===== src/rtl/fir_seq_ctrl.sv =====
// FIR burst sequencer: coefficient addressing, accumulator control and result strobe.
// Optional sticky burst-error flag built only when FIR_SEQ_ERR_EN is defined.
module fir_seq_ctrl #(
    parameter int NUM_TAPS = 1021,
    parameter int PIPE_DLY = 2,
    parameter int ADDR_W   = 10
) (
    input  logic              clk,
    input  logic              rst,
    input  logic              sequencing,
    output logic [ADDR_W-1:0] coef_addr,
    output logic              clr_acc,
    output logic              acc_en,
    output logic              out_vld,
    output logic              busy,
    output logic              err
);
    localparam int CNT_W = ADDR_W + 1;

    typedef enum logic [1:0] {IDLE, RUN, DRAIN, DONE} state_t;

    state_t              state, state_nxt;
    logic [CNT_W-1:0]    tap_cnt;
    logic [PIPE_DLY-1:0] vld_pipe;
    logic [PIPE_DLY-1:0] clr_pipe;
    logic                take, tap_acc, first_tap, burst_end;

    // A sample is taken in IDLE/RUN, but only the first NUM_TAPS reach the accumulator.
    assign take      = sequencing && (state == IDLE || state == RUN);
    assign tap_acc   = take && (tap_cnt < CNT_W'(NUM_TAPS));
    assign first_tap = tap_acc && (tap_cnt == '0);
    assign burst_end = (state == RUN) && !sequencing;

    always_ff @(posedge clk or posedge rst) begin
        if (rst) state <= IDLE;
        else     state <= state_nxt;
    end

    always_comb begin
        state_nxt = state;
        case (state)
            IDLE:    if (sequencing)       state_nxt = RUN;
            RUN:     if (!sequencing)      state_nxt = DRAIN;
            DRAIN:   if (vld_pipe == '0)   state_nxt = DONE;
            DONE:                          state_nxt = IDLE;
            default:                       state_nxt = IDLE;
        endcase
    end

    always_ff @(posedge clk or posedge rst) begin
        if (rst) begin
            tap_cnt   <= '0;
            coef_addr <= '0;
            vld_pipe  <= '0;
            clr_pipe  <= '0;
        end else begin
            if (burst_end) begin
                tap_cnt   <= '0;
                coef_addr <= '0;
            end else if (take) begin
                // Count saturates one past NUM_TAPS so an overlong burst stays detectable.
                if (tap_cnt != CNT_W'(NUM_TAPS + 1))   tap_cnt   <= tap_cnt + 1'b1;
                if (coef_addr != ADDR_W'(NUM_TAPS - 1)) coef_addr <= coef_addr + 1'b1;
            end
            vld_pipe[0] <= tap_acc;
            clr_pipe[0] <= first_tap;
            for (int i = 1; i < PIPE_DLY; i++) begin
                vld_pipe[i] <= vld_pipe[i-1];
                clr_pipe[i] <= clr_pipe[i-1];
            end
        end
    end

    assign acc_en  = vld_pipe[PIPE_DLY-1];
    assign clr_acc = clr_pipe[PIPE_DLY-1];
    assign out_vld = (state == DONE);
    assign busy    = (state != IDLE);

`ifdef FIR_SEQ_ERR_EN
    always_ff @(posedge clk or posedge rst) begin
        if (rst)
            err <= 1'b0;
        else if ((burst_end && tap_cnt != CNT_W'(NUM_TAPS)) ||
                 (sequencing && (state == DRAIN || state == DONE)))
            err <= 1'b1;
    end
`else
    assign err = 1'b0;
`endif

endmodule

===== config.mk =====
export PLATFORM = sky130hd
export DESIGN_NAME = fir_seq_ctrl
export DESIGN_NICKNAME = d
export VERILOG_FILES = /design/src/rtl/fir_seq_ctrl.sv
export SDC_FILE = /design/constraint.sdc
export NUM_CORES = 1
export LEC_CHECK = 0
export CAP_MARGIN = 20
export CORE_AREA = 5 5 54 68
export CTS_BUF_LIST = sky130_fd_sc_hd__clkbuf_16
export CTS_CLUSTER_DIAMETER = 60
export CTS_CLUSTER_SIZE = 20
export DETAILED_ROUTE_END_ITERATION = 6
export DIE_AREA = 0 0 59 73
export GPL_TIMING_DRIVEN = 0
export PLACE_DENSITY = 0.76
export REMOVE_ABC_BUFFERS = 1
export SLEW_MARGIN = 10
export SYNTH_ARGS = -nofsm -noshare
export SYNTH_HDL_FRONTEND = slang
export SYNTH_SLANG_ARGS = --single-unit

===== constraint.sdc =====
create_clock -name clk -period 2.1 [get_ports clk]
set_input_delay 0.315 -clock clk [delete_from_list [all_inputs] [get_ports clk]]
set_output_delay 0.315 -clock clk [all_outputs]
set_load 0.01 [all_outputs]

* Word-level counts from Yosys, hierarchy flattened *
Cells that the tools add are included.

operators by class
  add/sub/neg operators = 2
  magnitude comparators = 1
  equal/unequal tests = 8
  muxes and demuxes = 10
  reductions and logical operators = 16

operator list
  cell                                                                            number
  11-bit 2-to-1 mux                                                               3
  10-bit 2-to-1 mux                                                               3
  11-bit by 1-bit adder with 11-bit output, second input constant                 1
  11-bit logical NOT                                                              1
  11-bit by 10-bit less-than comparator with 1-bit output, second input constant  1
  11-bit by 10-bit inequality test with 1-bit output, second input constant       1
  10-bit by 1-bit adder with 10-bit output, second input constant                 1
  10-bit inequality test, second input constant                                   1
  2-bit one-hot mux with 4 select lines                                           1
  2-bit nonzero test                                                              4
  2-bit 2-to-1 mux                                                                3
  2-bit inequality test, second input constant                                    3
  2-bit == test, second input constant                                            2
  1-bit logical AND                                                               4
  2-bit logical NOT                                                               2
  2-bit AND reduction                                                             2
  3-bit AND reduction                                                             1
  2-bit by 1-bit == test with 1-bit output, second input constant                 1
  1-bit logical NOT                                                               1
  1-bit logical OR                                                                1

word-level totals
  register bits after elaboration = 27
  input bits = 3
  word-level logic and storage cells = 42

* Longest topological paths before layout *
  depth in word-level cells = 5
  mapped depth = 7
  mapped depth without buffers = 6

* Worst setup path before layout *
No wires, ideal clock.

  kind = reg-to-reg
  from = reg state[1]
  to = reg coef_addr[9]
  library setup time = 0.066 ns
  data arrival time = 1.705 ns
  required time = 2.034 ns
  path slack = 0.329 ns
  cell stages (with the launch flop) = 8
  cells stage by stage = dfrtp_1 > inv_1 > ha_1 > nor2b_1 > buf_6 > o41ai_4 > o21bai_1 > a22o_1

on the way
  cells in the longest elaborated chain, start to end = 5
  elaborated cells on any way between the ends = 9

ends and longest elaborated chain
  item                                                                                  line    text
  from (decl)                                                                           22      state_t state, state_nxt;
  from (signal assigned)                                                                36      else state <= state_nxt;
  2-bit by 1-bit == test with 1-bit output / 2-bit logical NOT (equally long branches)  29, 32
  1-bit logical OR                                                                      29      assign take = sequencing && (state == IDLE || state == RUN);
  1-bit logical AND                                                                     29
  2-bit nonzero test (no line)                                                          n/a
  2-bit AND reduction (no line)                                                         n/a
  to (signal assigned)                                                                  63      if (coef_addr != ADDR_W'(NUM_TAPS - 1)) coef_addr <= coef_addr + 1'b1;
  to (decl)                                                                             11      output logic [ADDR_W-1:0] coef_addr,

Parallel ways exist; a longest one is shown, timed or not.
A chain may end at the register's enable or synchronous reset.

* Final worst setup path *
  from = reg state[1]
  to = reg tap_cnt[7]

on the way
  cells in the longest elaborated chain, start to end = 5
  elaborated cells on any way between the ends = 9

ends and longest elaborated chain
  item                                                                                  line    text
  2-bit by 1-bit == test with 1-bit output / 2-bit logical NOT (equally long branches)  29, 32
  1-bit logical OR                                                                      29
  1-bit logical AND                                                                     29
  2-bit nonzero test (no line)                                                          n/a
  2-bit AND reduction (no line)                                                         n/a
  to (signal assigned)                                                                  62      if (tap_cnt != CNT_W'(NUM_TAPS + 1)) tap_cnt <= tap_cnt + 1'b1;
  to (decl)                                                                             23      logic [CNT_W-1:0] tap_cnt;

Parallel ways exist; a longest one is shown, timed or not.

==> impl_metrics.csv <==
group,metric,value,unit
outcome,outcome,"finished, final reports clean",
sta,timing.hold.ws,0.3075,ns
place,hpwlAfterDp,2.379,mm
setup_path,critPathLaunchType,"flip-flop",
clocking,cts_setup_buffers,0,
cells_and_area,final_cell_mix,"dfrtp_1, o21ai_0, clkdlybuf4s50_1",
global_route,grt_antenna_before_repair,0,
cells_and_area,antenna_cells,0,
clocking,htreeDepth,1,
floorplan,die_y,73,um
setup_path,critPathArrivalTime,2.09,ns
sta,setup_violations,0,
sta,slew_headroom,0.6034,
cells_and_area,fillers,263,
detailed_routing,avgRoutedWirePerCell,15.24,um
global_route,grt_pass1_vias,1281,
sta,finalClockSkew,0.003788,ns
clocking,max-clock-path-buffers,2,
cells_and_area,final_design_area_no_fill,1848,um2
sta,worstMarginPinSlew,0.5948,ns
setup_path,crit_path_end_kind,"flip-flop",
yosys,synth_area,1561,um2
sta,period_share,0.9306,
cells_and_area,drive_gt1_frac,0.09249,
yosys,yosysSeqAreaShare,0.4327,
power,power.leakage,0.8580,nW
detailed_routing,wirelength,3.201,mm
sta,max_freq,0.5117,GHz
detailed_routing,drt_iter0_drc,53,
global_route,grt_overflow,0,
sta,rsz0062_at_grt,"true",
clocking,root_buffer,"clkbuf_16",
setup_path,path_max_fanout,13,
yosys,syn_inst,158,
detailed_routing,remaining_drc_errors,0,
power,irDropWorstVdd,0.0006649,V
power,p_per_area,1108,nW/um2
place,routabilityCongestion,0.8363,
yosys,synth.distinct_cells,47,
yosys,synth_edf_count,0,
clocking,path_clk_slew,0.07,ns
clocking,clk_latency,0.26,ns
global_route,grt_max_degree,28,
yosys,synth_warnings,0,
setup_path,crit_required,2.23,ns
worst_hold_path,worstHoldPathType,"input port to asynchronous set/reset pin",
clocking,cts_tree,"done",
yosys,async_reset_ff_frac,1.000,
place,port-buffer-count,16,
floorplan,initial_core_util,0.5119,
yosys,syn_area_per_cell,9.883,um2
clocking,cts_inserted_buffers,3,
cells_and_area,area_growth,18.35,%
floorplan,die_w,59,um
global_route,grt_pass1_wl,5.533,mm
floorplan,io-pin-count,18,
setup_path,path_class,"flip-flop to flip-flop",
global_route,track_usage,0.1671,
job,cap_violations,0,
place,placed_cell_area,1734,um2
sta,period_needed,1.954,ns
detailed_routing,drtAntennaViolNets,0,
yosys,ys_seq_elements,27,
floorplan,dieArea,4307,um2
clocking,cts.sinks,27,
floorplan,row_count,23,
cells_and_area,layout_commonest_cell,"dfrtp_1",
cells_and_area,layout.nets,186,
sta,fin_tns_setup,0,ns
sta,drv_slew,0,
yosys,synthFlopType,"dfrtp_1",
sta,hold_viol,0,
detailed_routing,vias,1273,
floorplan,core,3050,um2
detailed_routing,drt-pass1-iter-count,4,
detailed_routing,viasPerCell,6.062,
critical path, cell delays in order (launching register included):
cell	delay, ns
dfrtp_1	0.40
inv_1	0.08
ha_1	0.26
o21ai_2	0.52
a41oi_2	0.20
a41oi_1	0.30
a31oi_1	0.06
state kept, by name, indices dropped and copies added (netlist names):
register	count
vld_pipe	2
clr_pipe	2
state	2
tap_cnt	11
coef_addr	10
cells in the mapped netlist, types with 2 or more instances:
master	count	area, um2
a21oi_1	7	35.03
a22o_1	3	26.28
a31oi_1	3	18.77
a41oi_1	3	26.28
and2_1	2	12.51
and3_1	7	43.79
and4_1	2	17.52
clkbuf_1	3	11.26
dfrtp_1	27	675.7
ha_1	9	112.6
inv_1	9	33.78
mux2_2	2	22.52
nand2_1	12	45.04
nand3_1	4	20.02
nand4_1	4	25.02
nor2_1	7	26.28
nor2b_1	2	12.51
nor3_1	3	15.01
o21a_1	2	15.01
o21ai_0	18	90.09
o31ai_1	2	15.01
xor2_1	2	17.52
layout make-up:
| cell class | instances | area (um2) | area share |
|---|---|---|---|
| clock buffer | 3 | 75.07 | 0.04062 |
| tap | 37 | 46.29 | 0.02505 |
| timing repair buffer | 17 | 187.7 | 0.1016 |
| inverter | 9 | 33.78 | 0.01828 |
| clock inverter | 1 | 5.005 | 0.002708 |
| sequential | 27 | 675.6 | 0.3656 |
| multi-input combinational | 116 | 824.5 | 0.4462 |
through the flow:
stage                     cells    util  worst slack [ns]  power, mW
after global placement      205  0.5685           -0.4545      1.567
after floorplan             152       -           0.01371      1.317
after global routing        210  0.6058          -0.02643      2.208
after detailed placement    205  0.5685           -0.1958      1.627
final                       210  0.6058            0.1457      2.048
after CTS                   209  0.5968           0.05842      2.075
power breakdown:
part	leakage (nW)	internal [mW]	switching [mW]	total (mW)
logic	0.453	0.403	0.471	0.874
clock network	0.0409	0.257	0.174	0.430
registers	0.364	0.629	0.114	0.743
final timing paths:
kind | start | endpoint | cells after the start | slack [ns]
max | state[1] | tap_cnt[7] | 6 | 0.15
min | rst | tap_cnt[4] | 2 | 0.31
max reg2reg | state[1] | tap_cnt[7] | 6 | 0.15
min reg2reg | clr_pipe[0] | clr_pipe[1] | 0 | 0.38
max in group asynchronous | rst | clr_pipe[1] | 3 | 1.37
min in group clk | clr_pipe[0] | clr_pipe[1] | 0 | 0.38
kinds of logic (layout without fill, tap and decap cells):
logic type | Yosys count | count (layout) | share of synthesized area
and+or+nand+nor | 50 | 50 | 0.1763
muxes | 3 | 3 | 0.02083
adders and majority gates | 9 | 9 | 0.07212
buffers and inverters | 15 | 30 | 0.04327
xor gates and xnor gates | 3 | 3 | 0.01683
AOI/OAI and AO/OA | 50 | 50 | 0.2356
other | 1 | 1 | 0.002402
DFF | 27 | 27 | 0.4327
layer usage:
metal,vias up,share of wire,track usage
met2,29,0.52,0.3010
met4,0,0.027,0.09068
met3,9,0.034,0.02124
met5,-,0,0
li1,617,-,-
met1,618,0.41,0.1857
what timing repair did:
| action | 4_1_cts | 5_1_grt |
|---|---|---|
| hold buffers | 0 | 0 |
| pin swaps | 0 | 1 |
| setup endpoints to repair | 7 | 7 |
| gates resized for setup | 2 | 0 |
Power figures use the tool's default switching activity.
